**src/rtl/text_writer.sv**
```systemverilog
`default_nettype none
// ============================================================================
//  Module   : text_writer
//  Purpose  : Minimal terminal front end for the 30x17 text VRAM. Accepts
//             bytes on a valid/ready handshake and interprets printable
//             glyphs, CR, LF, BS, FF and ESC-attribute. It maintains the
//             cursor and the current attribute and drives VRAM write port A.
//  Ports    : clk_i, rst_i (async, active-high)
//             chr_i[7:0], chr_valid_i        -> byte input
//             ready_o                        <- byte accepted this cycle
//             vram_cea_o, vram_ada_o[9:0],
//             vram_din_o[15:0]               <- VRAM port A write
//             cur_row_o[4:0], cur_col_o[4:0] <- cursor position
//  Revision : 1.0  initial release
// ============================================================================
module text_writer #(
    parameter logic [7:0] DEF_ATTR = 8'h07,
    parameter int         COLS     = 30,
    parameter int         ROWS     = 17
) (
    input  logic        clk_i,
    input  logic        rst_i,
    input  logic [7:0]  chr_i,
    input  logic        chr_valid_i,
    output logic        ready_o,
    output logic        vram_cea_o,
    output logic [9:0]  vram_ada_o,
    output logic [15:0] vram_din_o,
    output logic [4:0]  cur_row_o,
    output logic [4:0]  cur_col_o
);

    localparam logic [4:0] c_last_col = 5'(COLS - 1);
    localparam logic [4:0] c_last_row = 5'(ROWS - 1);
    localparam logic [7:0] c_blank    = 8'h20;

    typedef enum logic [1:0] {
        S_CLR_ALL = 2'd0,
        S_IDLE    = 2'd1,
        S_ESC     = 2'd2,
        S_CLR_ROW = 2'd3
    } state_t;

    state_t      r_state, w_state;
    // Shared clear pointer. Bit 10 flags the end of a full-screen clear,
    // bit 5 the end of a row clear; that terminal count costs the extra
    // cycle before ready_o rises again.
    logic [10:0] r_ptr,   w_ptr;
    logic [4:0]  r_row,   w_row;
    logic [4:0]  r_col,   w_col;
    logic [7:0]  r_attr,  w_attr;
    logic        r_ready, w_ready;
    logic        r_cea,   w_cea;
    logic [9:0]  r_ada,   w_ada;
    logic [15:0] r_din,   w_din;

    logic        w_accept;
    logic [4:0]  w_row_inc;

    assign w_accept  = chr_valid_i & r_ready;
    assign w_row_inc = (r_row == c_last_row) ? 5'd0 : r_row + 5'd1;

    always_ff @(posedge clk_i or posedge rst_i) begin
        if (rst_i) begin
            r_state <= S_CLR_ALL;
            r_ptr   <= '0;
            r_row   <= '0;
            r_col   <= '0;
            r_attr  <= DEF_ATTR;
            r_ready <= 1'b0;
            r_cea   <= 1'b0;
            r_ada   <= '0;
            r_din   <= '0;
        end else begin
            r_state <= w_state;
            r_ptr   <= w_ptr;
            r_row   <= w_row;
            r_col   <= w_col;
            r_attr  <= w_attr;
            r_ready <= w_ready;
            r_cea   <= w_cea;
            r_ada   <= w_ada;
            r_din   <= w_din;
        end
    end

    always_comb begin
        w_state = r_state;
        w_ptr   = r_ptr;
        w_row   = r_row;
        w_col   = r_col;
        w_attr  = r_attr;
        w_ready = r_ready;
        w_cea   = 1'b0;
        w_ada   = r_ada;
        w_din   = r_din;

        case (r_state)
            S_CLR_ALL: begin
                if (r_ptr[10]) begin
                    w_state = S_IDLE;
                    w_ready = 1'b1;
                end else begin
                    w_cea = 1'b1;
                    w_ada = r_ptr[9:0];
                    w_din = {r_attr, c_blank};
                    w_ptr = r_ptr + 11'd1;
                end
            end

            S_CLR_ROW: begin
                // All 32 words of the row, including the undisplayed ones.
                if (r_ptr[5]) begin
                    w_state = S_IDLE;
                    w_ready = 1'b1;
                end else begin
                    w_cea = 1'b1;
                    w_ada = {r_row, r_ptr[4:0]};
                    w_din = {r_attr, c_blank};
                    w_ptr = r_ptr + 11'd1;
                end
            end

            S_ESC: begin
                if (w_accept) begin
                    w_attr  = chr_i;
                    w_state = S_IDLE;
                end
            end

            default: begin // S_IDLE
                if (w_accept) begin
                    if (chr_i >= 8'h20) begin
                        w_cea = 1'b1;
                        w_ada = {r_row, r_col};
                        w_din = {r_attr, chr_i};
                        if (r_col == c_last_col) begin
                            w_col   = 5'd0;
                            w_row   = w_row_inc;
                            w_ptr   = '0;
                            w_ready = 1'b0;
                            w_state = S_CLR_ROW;
                        end else begin
                            w_col = r_col + 5'd1;
                        end
                    end else begin
                        case (chr_i)
                            8'h0D: w_col = 5'd0;
                            8'h0A: begin
                                w_col   = 5'd0;
                                w_row   = w_row_inc;
                                w_ptr   = '0;
                                w_ready = 1'b0;
                                w_state = S_CLR_ROW;
                            end
                            8'h08: begin
                                if (r_col != 5'd0) begin
                                    w_col = r_col - 5'd1;
                                end
                            end
                            8'h0C: begin
                                w_col   = 5'd0;
                                w_row   = 5'd0;
                                w_ptr   = '0;
                                w_ready = 1'b0;
                                w_state = S_CLR_ALL;
                            end
                            8'h1B: w_state = S_ESC;
                            default: ;
                        endcase
                    end
                end
            end
        endcase
    end

    assign ready_o    = r_ready;
    assign vram_cea_o = r_cea;
    assign vram_ada_o = r_ada;
    assign vram_din_o = r_din;
    assign cur_row_o  = r_row;
    assign cur_col_o  = r_col;

endmodule
`default_nettype wire
```
**config.mk**
```make
export PLATFORM = sky130hd
export DESIGN_NAME = text_writer
export DESIGN_NICKNAME = d
export VERILOG_FILES = /design/src/rtl/text_writer.sv
export SDC_FILE = /design/constraint.sdc
export NUM_CORES = 1
export LEC_CHECK = 0
export ABC_CLOCK_PERIOD_IN_PS = 2100
export CAP_MARGIN = 20
export CORE_MARGIN = 10
export CORE_UTILIZATION = 37
export CTS_BUF_LIST = sky130_fd_sc_hd__clkbuf_16
export CTS_CLUSTER_SIZE = 10
export DETAILED_ROUTE_END_ITERATION = 10
export SYNTH_ARGS = -nofsm -noshare
export SYNTH_HDL_FRONTEND = slang
export SYNTH_SLANG_ARGS = --single-unit
```
**constraint.sdc**
```tcl
create_clock -name clk_i -period 2.1 [get_ports clk_i]
set_input_delay 0.42 -clock clk_i [delete_from_list [all_inputs] [get_ports clk_i]]
set_output_delay 0.42 -clock clk_i [all_outputs]
set_load 0.05 [all_outputs]
```
=== Yosys cells after proc, flatten, opt, wreduce, memory -nomap -nowiden ===
Index checks and enable logic that the tools add are counted.

* Add/subtract/negate cells: 4
* Muxes and demuxes: 45
* Equal/unequal tests: 18
* Bitwise operators: 3
* Reductions and logical operators: 20
* Magnitude comparators: 1

{| class="wikitable"
|+ Operator list
! kind !! number
|-
| two-way mux 11 bit || 6
|-
| two-way mux 16 bit || 4
|-
| one-hot mux 16 bit (3 select lines) || 1
|-
| two-way mux 10 bit || 4
|-
| one-hot mux 11 bit (3 select lines) || 1
|-
| equality test 8 x 4 -> 1 bit (second input constant) || 4
|-
| two-way mux 5 bit || 6
|-
| one-hot mux 10 bit (3 select lines) || 1
|-
| one-hot mux 5 bit (2 select lines) || 2
|-
| AND reduction 6 bit || 3
|-
| AND reduction 5 bit || 3
|-
| two-way mux 2 bit || 6
|-
| one-hot mux 2 bit (3 select lines) || 2
|-
| nonzero test 3 bit || 4
|-
| adder 11 x 1 -> 11 bit (second input constant) || 1
|-
| adder 5 x 1 -> 5 bit (second input constant) || 2
|-
| equality test 5 bit (second input constant) || 2
|-
| two-way mux 1 bit || 10
|-
| inequality test 2 bit (second input constant) || 5
|-
| equality test 8 x 5 -> 1 bit (second input constant) || 1
|-
| greater-or-equal comparator 8 x 6 -> 1 bit (second input constant) || 1
|-
| AND reduction 4 bit || 2
|-
| nonzero test 7 bit || 1
|-
| one-hot mux 1 bit (3 select lines) || 2
|-
| other kinds (14) || 17
|}

* Output and inout port bits: 38
* Bits in registers: 59
* Bits of input ports: 11
* Logic and storage cells: 102

=== Logic depth before layout (Yosys ltp) ===
* Depth after elaboration: 6
* Depth in mapped cells: 9

=== Least setup slack after synthesis ===
No wires, ideal clock.

* Kind: reg2reg
* From: register r_col[1] (netlist: cur_col_o[1])
* To: register r_col[3] (netlist: cur_col_o[3])
* Setup slack: -0.086 ns
* Stages on the path, launching flop included: 8
* Buffers on the path: 0
* Arrival time: 2.065 ns
* Library setup time: 0.121 ns
* Path through: dfrtp_1 > inv_1 > ha_1 > or3b_1 > o31a_1 > o21ai_4 > a21oi_1 > a22o_1

* Word-level cells in the longest chain between the ends: 4
* Elaborated cells on any way between the ends: 10
* Classes of those cells: add/sub (2); eq/ne (2); mux (4); reduce/logical (2)

{| class="wikitable"
|+ RTL lines
! element !! RTL line !! RTL
|-
| start: declaration || 50 || <nowiki>logic [4:0] r_col, w_col;</nowiki>
|-
| start signal: assignment || 78 || <nowiki>r_col <= w_col;</nowiki>
|-
| subtractor 5 x 1 -> 5 bit || 158 || <nowiki>w_col = r_col - 5'd1;</nowiki>
|-
| two-way mux 5 bit || 157 || <nowiki>if (r_col != 5'd0) begin</nowiki>
|-
| one-hot mux 5 bit (2 select lines) || 147 || <nowiki>case (chr_i)</nowiki>
|-
| two-way mux 5 bit || 133 || <nowiki>if (chr_i >= 8'h20) begin</nowiki>
|}

Several ways; a longest one is shown, not always the timed one. The select of a mux whose other input is x is not followed.
A chain may end at the register's enable or synchronous reset.

=== Final worst setup path ===
* From: register r_col[1] (netlist: cur_col_o[1])
* To: register r_col[4] (netlist: cur_col_o[4])

Same word-level chain as after synthesis.

==> results.md <==
| Stage | Parameter | This run |
|:---|:---|:---|
| run status | Outcome | finished, final reports clean |
| route | Detailed Route WL | 8940 um |
| yosys | Cell type with the highest aggregate area in the netlist | sky130_fd_sc_hd__dfrtp_1 |
| yosys | Avg Inst Size Synth | 9.28 um2 |
| power and ir drop | Switching power total | 616 uW |
| critical path | Crit path cell chain | inv_4 > ha_4 > or3b_4 > o31a_1 > o21ai_4 > buf_12 > nor3_1 > a21o_1 |
| critical path | Endpoint of the most critical setup path | cur_col_o[4] |
| power and ir drop | Clk pwr share | 54.1% |
| clock network | Clock edge transition at the registers on the reported setup and hold paths | 60 ps |
| sta | Hold_ws | 460 ps |
| placed design | Worst slack at placement | -476 ps |
| clock network | CTS Sinks | 59 |
| final layout | Final Net Count | 475 |
| floorplan | Chip height | 113 um |
| critical path | Critical path type | flip-flop to flip-flop |
| sta | Final critical delay including setup and external delays | 2030 ps |
| sta | Hold Vio Cnt, Final | 0 |
| sta | Worst slew pin tran | 552 ps |
| global route | All-Layer GR Usage | 13.9% |
| clock network | Clock insertion delay at the later pin of the skew report | 330 ps |
| power and ir drop | Combinational fraction of design power | 4.2% |
| power and ir drop | Power per cell area | 590 mW/mm2 |
| yosys | Most frequently used flop master after synthesis | sky130_fd_sc_hd__dfrtp_1 |
| global route | Met3 track utilization from global routing | 4.28% |
| final layout | Multi-input gate area in the final layout | 0.00170 mm2 |
| critical path | Slowest Stage Delay on Critical Path | 420 ps |
| final layout | Number of antenna cells inserted | 0 |
| clock network | CTS tree | yes |
| clock network | H-tree depth | 3 |
| global route | First-pass GRT wire length | 14600 um |
| global route | Vias in the first global route | 2928 |
| clock network | Clk Tree Root Cell | sky130_fd_sc_hd__clkbuf_16 |
| route | Antenna-violating nets left | 0 |
| critical path | Setup slack on the worst flop-to-flop path | 70 ps |
| yosys | Post-synth EDFFs | 0 |
| floorplan | Boundary pin count | 49 |
| yosys | Flop and latch count out of synthesis | 59 |
| placed design | DPL Wire Length | 6490 um |
| global route | Overflow left after global routing | 0 |
| worst hold path | Kind of path behind the tightest hold check | flip-flop to flip-flop |
| power and ir drop | Peak supply drop | 0.341 mV |
| critical path | Required time of the critical path | 2310 ps |
| yosys | Leading cell types by total area after synthesis | sky130_fd_sc_hd__dfrtp_1 (44%), sky130_fd_sc_hd__nand2_1 (7.2%), sky130_fd_sc_hd__ha_1 (4.7%) |
| sta | Period Utilization, post-route | 96.9% |
| route | Via count | 2914 |
| yosys | Gate Count Post-Synth | 346 |
| final layout | Filler cells | 758 |
| critical path | R2R Path End | cur_col_o[4] |
| sta | Max transition margin | 63.2% |
| yosys | Post-Synthesis Cell Area | 0.00321 mm2 |
| power and ir drop | Part of the total power dissipated in sequential elements | 41.7% |
| critical path | Worst setup path startpoint | cur_col_o[1] |
| yosys | Post-synth cell types | 60 |
| global route | Pin count of the biggest net entering global routing | 60 |
| power and ir drop | Switching power as a share of total power | 22.5% |
| final layout | Layout Area Growth over Synthesis | 44.0% |
| critical path | Arrival @ worst endpoint | 2250 ps |
| placed design | Final Wtd Congestion | 0.859 |
| critical path | Critical R2R Launch | cur_col_o[1] |
| power and ir drop | Static leakage power | 2.17 nW |
| critical path | Number of cell instances on the worst register-to-register path | 8 |
| clock network | Maximum clock insertion buffer count | 2 |
| floorplan | Area enclosed by the die boundary | 0.0128 mm2 |
| sta | Maximum clock frequency | 492 MHz |
| sta | Final Max Slew Viols | 0 |
| route | DRC marker count from the first detailed-route iteration | 120 |
| final layout | Fraction of layout cells with a size suffix above 1 | 27.4% |
| sta | Worst clock skew on the final layout | 6.73 ps |
| power and ir drop | Total internal power | 2.12 mW |
| route | Final routed wire length divided by cell count | 15.9 um |
| yosys | Synth warnings | 0 |
| sta | Setup violators final | 0 |
| floorplan | Area of the core | 0.00834 mm2 |
| floorplan | Number of standard-cell rows in the floorplan | 33 |
| global route | Highest-utilization routing layer at the global route stage | met2 |
| global route | Initial antenna violation count | 0 |
| yosys | Share of synthesized flip-flops with an asynchronous set or reset | 100% |
| clock network | Post-CTS Hold Fix Bufs | 0 |
| route | DR vias/cell | 5.19 |
| global route | M1 GR Usage | 17.5% |
| critical path | Max Fanout on Critical Path | 7 |
| placed design | Number of instances in the placed design | 539 |
| route | Remaining routing DRC violations | 0 |
| critical path | Cell with the largest stage delay on the worst path | sky130_fd_sc_hd__dfrtp_2 |
| yosys | Part of the Yosys area used for sequential elements | 46.1% |
| final layout | Area used by sequential logic in the layout | 0.00148 mm2 |
| sta | Final setup margin | 65.6 ps |
| floorplan | Die X-Extent | 113 um |
| critical path | Sort of element at the end of the critical path | flip-flop |
| route | Number of detailed-route iterations in the first pass | 4 |
| final layout | Commonest cells after routing, fill and taps aside | sky130_fd_sc_hd__nand2_1 (62), sky130_fd_sc_hd__buf_4 (62), sky130_fd_sc_hd__dfrtp_1 (54) |
| yosys | Synth Net Count | 369 |
| placed design | Total of buffers placed on input and output ports | 48 |
| clock network | TritonCTS Buffers | 9 |
| final layout | Non-Filler Instances | 562 |
| critical path | Startpoint types | flip-flop |
| floorplan | Initial core utilization | 38.5% |
| flow run | Max-cap violation count | 0 |
| yosys | Share of the synthesized area in the top cell type | 43.6% |
| global route | Routing usage on met2 | 22.2% |
registers in the layout, indices dropped and copies added (netlist names):
signal	cells
cur_col_o	5
cur_row_o	5
r_attr	8
r_ptr	11
r_state	2
ready_o	1
vram_ada_o	10
vram_cea_o	1
vram_din_o	16
per-layer routing:
| metal | vias to the layer above | wire (um) | share of wire, % |
|---|---|---|---|
| met3 | 8 | 369 | 4.1 |
| met1 | 1414 | 4160 | 47 |
| met4 | 0 | 97 | 1.1 |
| met2 | 41 | 4310 | 48 |
| met5 | - | 0 | 0 |
| li1 | 1451 | - | - |
worst max-delay path: cells and delay by family, from the launching register on:
family                     cells  cell delay [ps]
DFF                            1              420
buffers and inverters          2              220
adders and majority gates      1              140
and+or+nand+nor                2              420
AOI/OAI and AO/OA              3              730
worst min-delay path by stage:
stage                          from              to  slack [ps]  depth (start not counted)
final                     r_attr[3]  vram_din_o[11]         460                          2
after global routing      r_attr[3]  vram_din_o[11]         480                          2
after CTS                 r_attr[6]  vram_din_o[14]         460                          2
after detailed placement  r_attr[6]  vram_din_o[14]         450                          2
after global placement    r_attr[6]  vram_din_o[14]         450                          2
after floorplan           r_attr[3]  vram_din_o[11]         430                          2
kinds of logic (layout without fill, tap and decap cells):
logic type / after synthesis / in the layout / share of synthesized area, %
mux: 12 / 12 / 4.13
compound gates: 75 / 76 / 16.8
flops: 59 / 59 / 46.1
simple gates: 161 / 161 / 23.8
xor+xnor: 1 / 1 / 0.273
buf+inv: 26 / 136 / 4.17
fa+ha+maj: 12 / 12 / 4.67
power groups by stage:
stage	logic, mW	registers [mW]	clock network (mW)
6_report	0.115	1.14	1.48
5_1_grt	0.127	1.14	1.56
4_1_cts	0.115	1.14	1.51
3_5_place_dp	0.113	1.16	0
3_3_place_gp	0.113	1.16	0
2_1_floorplan	0.0381	1.16	0
cells in the mapped netlist, types with 2 or more instances:
library cell               instances
sky130_fd_sc_hd__nand2_1          62
sky130_fd_sc_hd__dfrtp_1          56
sky130_fd_sc_hd__nor2_1           36
sky130_fd_sc_hd__nand3_1          20
sky130_fd_sc_hd__o21ai_0          19
sky130_fd_sc_hd__inv_1            13
sky130_fd_sc_hd__ha_1             12
sky130_fd_sc_hd__a21oi_1          10
sky130_fd_sc_hd__mux2_2           10
sky130_fd_sc_hd__a221oi_1          9
sky130_fd_sc_hd__nor3_1            8
sky130_fd_sc_hd__nor2b_1           6
sky130_fd_sc_hd__buf_2             4
sky130_fd_sc_hd__clkbuf_1          4
sky130_fd_sc_hd__nand2b_1          4
sky130_fd_sc_hd__o31ai_1           4
sky130_fd_sc_hd__or3_1             4
sky130_fd_sc_hd__a211oi_1          3
sky130_fd_sc_hd__a22o_1            3
sky130_fd_sc_hd__a31oi_1           3
sky130_fd_sc_hd__and3_1            3
sky130_fd_sc_hd__dfstp_2           3
sky130_fd_sc_hd__nand4_1           3
sky130_fd_sc_hd__a21o_1            2
sky130_fd_sc_hd__a22oi_1           2
sky130_fd_sc_hd__and2_1            2
sky130_fd_sc_hd__buf_6             2
sky130_fd_sc_hd__mux2i_1           2
sky130_fd_sc_hd__o21ai_1           2
sky130_fd_sc_hd__o21bai_1          2
sky130_fd_sc_hd__o22a_1            2
sky130_fd_sc_hd__or2_2             2
sky130_fd_sc_hd__or3b_1            2
cell type report:
class | count | area share [%]
Clock buffer | 9 | 4.87
Clock inverter | 7 | 1.65
Inverter | 13 | 1.11
Multi-Input combinational cell | 262 | 36.8
Sequential cell | 59 | 32.1
Tap cell | 105 | 2.84
Timing Repair Buffer | 107 | 20.7
what timing repair did:
item                                    CTS  global route
setup buffers                             2             4
gates resized for setup                   1            25
hold endpoints to repair                  0             0
endpoints found under the setup margin   25            41
pin swaps                                 1             3
gates cloned                              1             0
stage by stage:
stage | power [mW] | util (%) | area (um2) | setup TNS (ps)
after CTS | 2.76 | 53.9 | 4500 | 0
final | 2.73 | 55.5 | 4630 | 0
after detailed placement | 1.27 | 49.7 | 4150 | -13000
after global placement | 1.27 | 49.7 | 4150 | -12330
after global routing | 2.82 | 55.5 | 4630 | -0.338
after floorplan | 1.20 | - | 3210 | 0
(Power assumes the default switching activity.)
